**src/rtl/utopia_rx_cell_assembler.sv**
```systemverilog
// rtl/utopia_rx_cell_assembler.sv - UTOPIA receive byte stream to 53-byte ATM cell assembler with HEC check
module utopia_rx_cell_assembler #(
    parameter int IfWidth   = 8,
    parameter int CellBytes = 53
) (
    input  logic                   clk_in,
    input  logic                   reset,
    input  logic [IfWidth-1:0]     data,
    input  logic                   soc,
    input  logic                   clav,
    output logic                   en,
    output logic [CellBytes*8-1:0] ATMcell,
    output logic                   valid,
    input  logic                   ready,
    output logic                   hec_err,
    output logic                   runt_err,
    output logic [15:0]            cell_count
);

    generate
        if (IfWidth != 8) begin : g_bad_width
            $error("utopia_rx_cell_assembler: only IfWidth == 8 is supported");
        end
    endgenerate

    localparam int              IdxW    = $clog2(CellBytes);
    localparam logic [IdxW-1:0] LastIdx = IdxW'(CellBytes - 1);
    localparam logic [IdxW-1:0] HecIdx  = IdxW'(4);

    typedef enum logic [1:0] {
        IDLE = 2'd0,
        RECV = 2'd1,
        HOLD = 2'd2
    } state_t;

    state_t          state;
    state_t          state_next;
    logic [IdxW-1:0] byte_idx;
    logic [7:0]      crc;
    logic [7:0]      cell_mem [CellBytes];
    logic            xfer;

    // CRC-8, x^8+x^2+x+1, one byte MSB first
    function automatic logic [7:0] crc8_step(input logic [7:0] crc_in, input logic [7:0] d);
        logic [7:0] c;
        c = crc_in;
        for (int i = 7; i >= 0; i--) begin
            if (c[7] ^ d[i]) begin
                c = {c[6:0], 1'b0} ^ 8'h07;
            end else begin
                c = {c[6:0], 1'b0};
            end
        end
        return c;
    endfunction

    assign xfer = en && clav;

    always_ff @(posedge clk_in) begin
        if (reset) begin
            state <= IDLE;
        end else begin
            state <= state_next;
        end
    end

    // soc always restarts a cell, so it wins over reaching the last byte
    always_comb begin
        state_next = state;
        case (state)
            IDLE: if (xfer && soc) state_next = RECV;
            RECV: if (xfer && !soc && byte_idx == LastIdx) state_next = HOLD;
            HOLD: if (ready) state_next = IDLE;
            default: state_next = IDLE;
        endcase
    end

    always_comb begin
        en    = (state != HOLD) && !reset;
        valid = (state == HOLD);
    end

    always_ff @(posedge clk_in) begin
        if (reset) begin
            byte_idx <= '0;
            hec_err  <= 1'b0;
            runt_err <= 1'b0;
            crc      <= 8'h00;
            for (int i = 0; i < CellBytes; i++) begin
                cell_mem[i] <= 8'h00;
            end
        end else begin
            runt_err <= 1'b0;
            if (xfer && soc) begin
                cell_mem[0] <= data;
                byte_idx    <= IdxW'(1);
                crc         <= crc8_step(8'h00, data);
                hec_err     <= 1'b0;
                runt_err    <= (state == RECV);
            end else if (xfer && state == RECV) begin
                cell_mem[byte_idx] <= data;
                byte_idx           <= (byte_idx == LastIdx) ? '0 : byte_idx + 1'b1;
                if (byte_idx < HecIdx) begin
                    crc <= crc8_step(crc, data);
                end
                if (byte_idx == HecIdx) begin
                    hec_err <= (data != (crc ^ 8'h55));
                end
            end
        end
    end

    always_ff @(posedge clk_in) begin
        if (reset) begin
            cell_count <= 16'h0000;
        end else if (valid && ready && !hec_err && cell_count != 16'hFFFF) begin
            cell_count <= cell_count + 16'd1;
        end
    end

    genvar g;
    generate
        for (g = 0; g < CellBytes; g++) begin : g_pack
            assign ATMcell[(CellBytes-1-g)*8 +: 8] = cell_mem[g];
        end
    endgenerate

endmodule

```
**config.mk**
```make
export PLATFORM = sky130hd
export DESIGN_NAME = utopia_rx_cell_assembler
export DESIGN_NICKNAME = d
export VERILOG_FILES = /design/src/rtl/utopia_rx_cell_assembler.sv
export SDC_FILE = /design/constraint.sdc
export NUM_CORES = 1
export LEC_CHECK = 0
export BUFFER_PORTS_ARGS = -buffer_cell sky130_fd_sc_hd__buf_2
export CAP_MARGIN = 20
export CORE_ASPECT_RATIO = 0.5
export CORE_MARGIN = 3
export CORE_UTILIZATION = 52
export DETAILED_ROUTE_END_ITERATION = 12
export PLACE_DENSITY = 0.78
export SYNTH_ARGS = -nofsm -noshare
export SYNTH_HDL_FRONTEND = slang
export SYNTH_SLANG_ARGS = --single-unit
```
**constraint.sdc**
```tcl
create_clock -name clk_in -period 2.5 [get_ports clk_in]
set_clock_uncertainty 0.05 [all_clocks]
set_input_delay 0.5 -clock clk_in [delete_from_list [all_inputs] [get_ports clk_in]]
set_output_delay 0.5 -clock clk_in [all_outputs]
set_load 0.02 [all_outputs]
```
After elaboration in Yosys (flattened, before gate mapping)
Memory sizes are Yosys's and may differ from the RTL's.
Index checks and enable logic that the tools add are counted.

cells by class
  reductions and logical operators = 21
  eq/ne operators = 10
  multiply operators = 0
  shifts and indexed selects = 0
  add/subtract/negate cells = 2
  $lt $le $gt $ge = 1
  div/mod/pow operators = 0
  bitwise operators = 33
  mux-type cells = 81

operators with widths
  operator               count
  $mux 8                 47
  $mux 3                 16
  $not 3->3              15
  $add 16x1->16 const B  1
  $ne 16x16->1 const B   1
  $xor 1x1->1            15
  $mux 1                 12
  $mux 6                 2
  $logic_and 1x1->1      9
  $ne 8x8->1             1
  $reduce_or 8->1        1
  $add 6x1->6 const B    1
  $eq 6x3->1 const B     1
  $eq 6x6->1 const B     1
  $lt 6x3->1 const B     1
  $mux 2                 3
  $ne 2x2->1 const B     3
  $pmux 2 s3             1
  $not 4->4              1
  $reduce_and 2->1       2
  $reduce_bool 2->1      2
  $reduce_or 2->1        2
  $logic_not 1->1        3
  $reduce_and 3->1       1
  6 further kinds        6

word-level totals
  word-level logic and storage cells = 156
  latch bits = 0
  memories = 1
  bits in read-only memories = 0
  register bits = 34
  memory bits (writable) = 424
  input port bits = 13

memories
  name      depth  width  read ports  clocked after memory_dff  wr ports  RTL line  RTL
  cell_mem  53     8      53          0                         53        40        logic [7:0] cell_mem [CellBytes];

Depth between registers and ports, before layout
  word-level depth = 48
  depth in mapped cells = 9
  mapped depth without buffers = 7

Least setup slack after synthesis
No wires, ideal clock.

  path type = in2reg
  from = in soc
  to = mem cell_mem[52][0] (enable)
  path buffers = 1
  setup time = 329 ps
  arrival time = 1965 ps
  required time = 2121 ps
  stages = 6
  setup slack = 156 ps
  cell sequence = clkbuf_1 -> nand2b_1 -> nor3b_2 -> nand3_1 -> nor2_1 -> or2_1

RTL lines
  element      RTL line  RTL
  from (decl)  9         input logic soc,
  to (decl)    40

Final worst setup path
  from = reg state[0]
  to = out en

between the ends
  cells in the longest elaborated chain, start to end = 2

RTL lines
  element                 RTL line  RTL
  from (decl)             36        state_t state;
  from (signal assigned)  63        state <= state_next;
  $ne 2x2->1              79        en = (state != HOLD) && !reset;
  $logic_and 1x1->1       79
  to (decl)               11        output logic en,

No other way between the ends.

==> results.cfg <==
[floorplanning]
coreArea_um2 = 33900
die_w_um = 272
die_h_um = 139
ios = 457
initial_core_util_pct = 54.2
dieArea_um2 = 37700
rows = 47

[placement]
dp_slack_ps = 125
hpwl_um = 35200
gp_congestion = 0.844
io_buffer_count = 456

[clock_tree]
htreeDepth = 2
cts_root_buf = clkbuf_16
cts_hold_buf = 0
cts_made_buffers = 40
cts_buffer_depth = 3
clock-sinks = 458
insertion_delay_ps = 530
clk_pin_slew_ps = 70
cts_setup_buffers = 0
cts_resized = 0
tritoncts = done

[final_layout]
area_growth_pct = 25.4
seqCellArea_um2 = 13400
n_fill_cell = 2401
multi_input_comb_area_um2 = 4600
drive_above_1_share_pct = 37.2
final_util_pct = 67.9
final_cell_mix = buf_2 (456), edfxtp_1 (424), and2_1 (378), buf_4 (95), nor2_1 (78)
final_common_cell = buf_2
finalNetCount = 1831
diodes = 0

[synthesis]
synth_warnings = 0
synth-async-reset-ratio_pct = 0
muxShareOfSynthArea_pct = 0.177
synthSimpleGateAreaFrac_pct = 21.0
yosysSeqAreaShare_pct = 73.1
synth_xor_area_share_pct = 2.15
synth_fa_ha_area_share_pct = 0.273
postSynthCellCount = 1297
synth_top_area_share_pct = 69.4
synth_top_family_by_area = simple AND/OR/NAND/NOR gates
avgSynthCellArea_um2 = 14.1
synth_edf_count = 424
synth_nets = 1314
synth_area_leaders = edfxtp_1 (69%), and2_1 (13%), dfxtp_1 (3.7%)
synth_seq_cells = 458
synth-compound-area-share_pct = 1.53
synthFlopType = edfxtp_1
netlist_area_um2 = 18300
ys_types = 48
synth_area_leader_cell = edfxtp_1

[detailed_routing]
vias_per_cell = 5.26
wl_per_cell_um = 22.3
ant_nets = 0
first_iter_violations = 1062
drtPass1Iterations = 5
drc_errors = 0
drt_wl_total_um = 51400
vias = 12100

[power_and_ir_drop]
power_switching_share_pct = 23.6
power_density_nw_per_um2 = 720
clockPowerShare_pct = 38.1
seqPwrFrac_pct = 53.1
p_int_uw = 12600
power_frac_comb_pct = 8.8
max-vdd-ir-drop_mv = 0.369
total_leakage_power_uw = 0.00940
power_switching_uw = 3910

[outcome]
status = complete, no violations

[setup_path]
slowest_stage = dfxtp_1
start_kind = register
end_kind = primary output
path_buf_inv = 2
cp_slowest_stage_delay_ps = 480
crit_start = state[0]
criticalPathCategory = register to primary output
cp.arrival_ps = 1640
crit_family = flip-flops
path_max_fanout = 8
path_cells = nand2b_1 -> inv_1 -> nor2_1 -> buf_2
rr_startpoint = state[0]
crit_required_ps = 1950

[global_routing]
grt-ovfl-total = 0
track_usage_pct = 26.7
grt_max_degree = 88
antenna_found_initial = 0
grt_pass1_wl_um = 75800
grt_pass1_vias = 11900

[timing]
max_freq_mhz = 456
finalSetupViolations = 0
drv_slew = 0
rsz0062_at_grt = false
period_needed_ps = 2190
hold_viol = 0
setup_ws_ps = 305
fin_crit_sh_pct = 87.8
worst_pin_slew_ps = 806
slew-limit-headroom_pct = 46.3
tns_ps = 0

[flow_run]
max_cap_violations = 0

[worst_hold_path]
hold_start = ready
hold_path_class = input port to register
layer usage:
metal | wire length [um] | track usage, % | share of wire, % | vias up
met1 | 20200 | 34.6 | 39 | 5944
li1 | - | - | - | 5566
met5 | 0 | 0 | 0 | -
met3 | 3570 | 4.11 | 7.0 | 96
met2 | 25900 | 46.4 | 50 | 537
met4 | 1710 | 9.24 | 3.3 | 0
area by class of cell:
cell class | count | share of cell area, %
multi-input cells | 753 | 20.0
flip-flops and latches | 458 | 58.3
clock buffers | 50 | 4.65
repair buffers | 555 | 13.4
well taps | 465 | 2.53
clock inverters | 21 | 1.04
inverters | 6 | 0.0979
per-stage QoR:
| stage | cells | hold slack [ps] | area [um^2] | total power (uW) |
|---|---|---|---|---|
| 2_1_floorplan | 1297 | 443 | 18300 | 9800 |
| 3_3_place_gp | 2237 | 430 | 21700 | 10400 |
| 3_5_place_dp | 2237 | 447 | 21700 | 10400 |
| 4_1_cts | 2308 | 220 | 23000 | 16600 |
| 5_1_grt | 2308 | 250 | 23000 | 17000 |
| 6_report | 2308 | 242 | 23000 | 16600 |
cell usage after synthesis (7+ instances only):
library cell  count
a21oi_1          15
and2_1          378
and3_1           12
and4_1            7
clkbuf_1         70
dfxtp_1          34
edfxtp_1        424
nand2_1          14
nand3_1          14
nand4_1           7
nor2_1           78
nor2_2            9
nor3_1           60
or2_2            52
xnor2_1          27
xor2_1           18
tightest hold or removal path: stages:
cell,delay (ps)
buf_2,90
nor2_1,50
a21oi_1,100
nor2_1,40
state kept, by name, summed over array words and instances (netlist names):
name        flops
crc             8
state           2
runt_err        1
cell_mem      424
byte_idx        6
hec_err         1
cell_count     16
worst paths after layout:
kind,to,slack [ps],cells after the start
worst max-delay path,en,310,4
worst min-delay path,state[1],240,4
worst max register to register,cell_mem[12][4],330,6
worst min register to register,cell_count[4],460,2
power groups by stage:
| stage | logic (uW) | registers (uW) | clock network [uW] |
|---|---|---|---|
| final | 1450 | 8800 | 6310 |
| after global routing | 1520 | 8830 | 6660 |
| after CTS | 1460 | 8800 | 6350 |
| after detailed placement | 1460 | 8960 | 0 |
| after global placement | 1440 | 8960 | 0 |
| after floorplan | 422 | 9370 | 0 |
logic make-up after synthesis:
kind of cell / count (synthesis)
XOR/XNOR: 45
buffers and inverters: 86
adder cells (fa/ha/maj): 4
AO/OA/AOI/OAI: 44
multiplexers: 3
flip-flops: 458
AND/OR/NAND/NOR: 657
No activity file was read; power rests on OpenSTA's default activity.
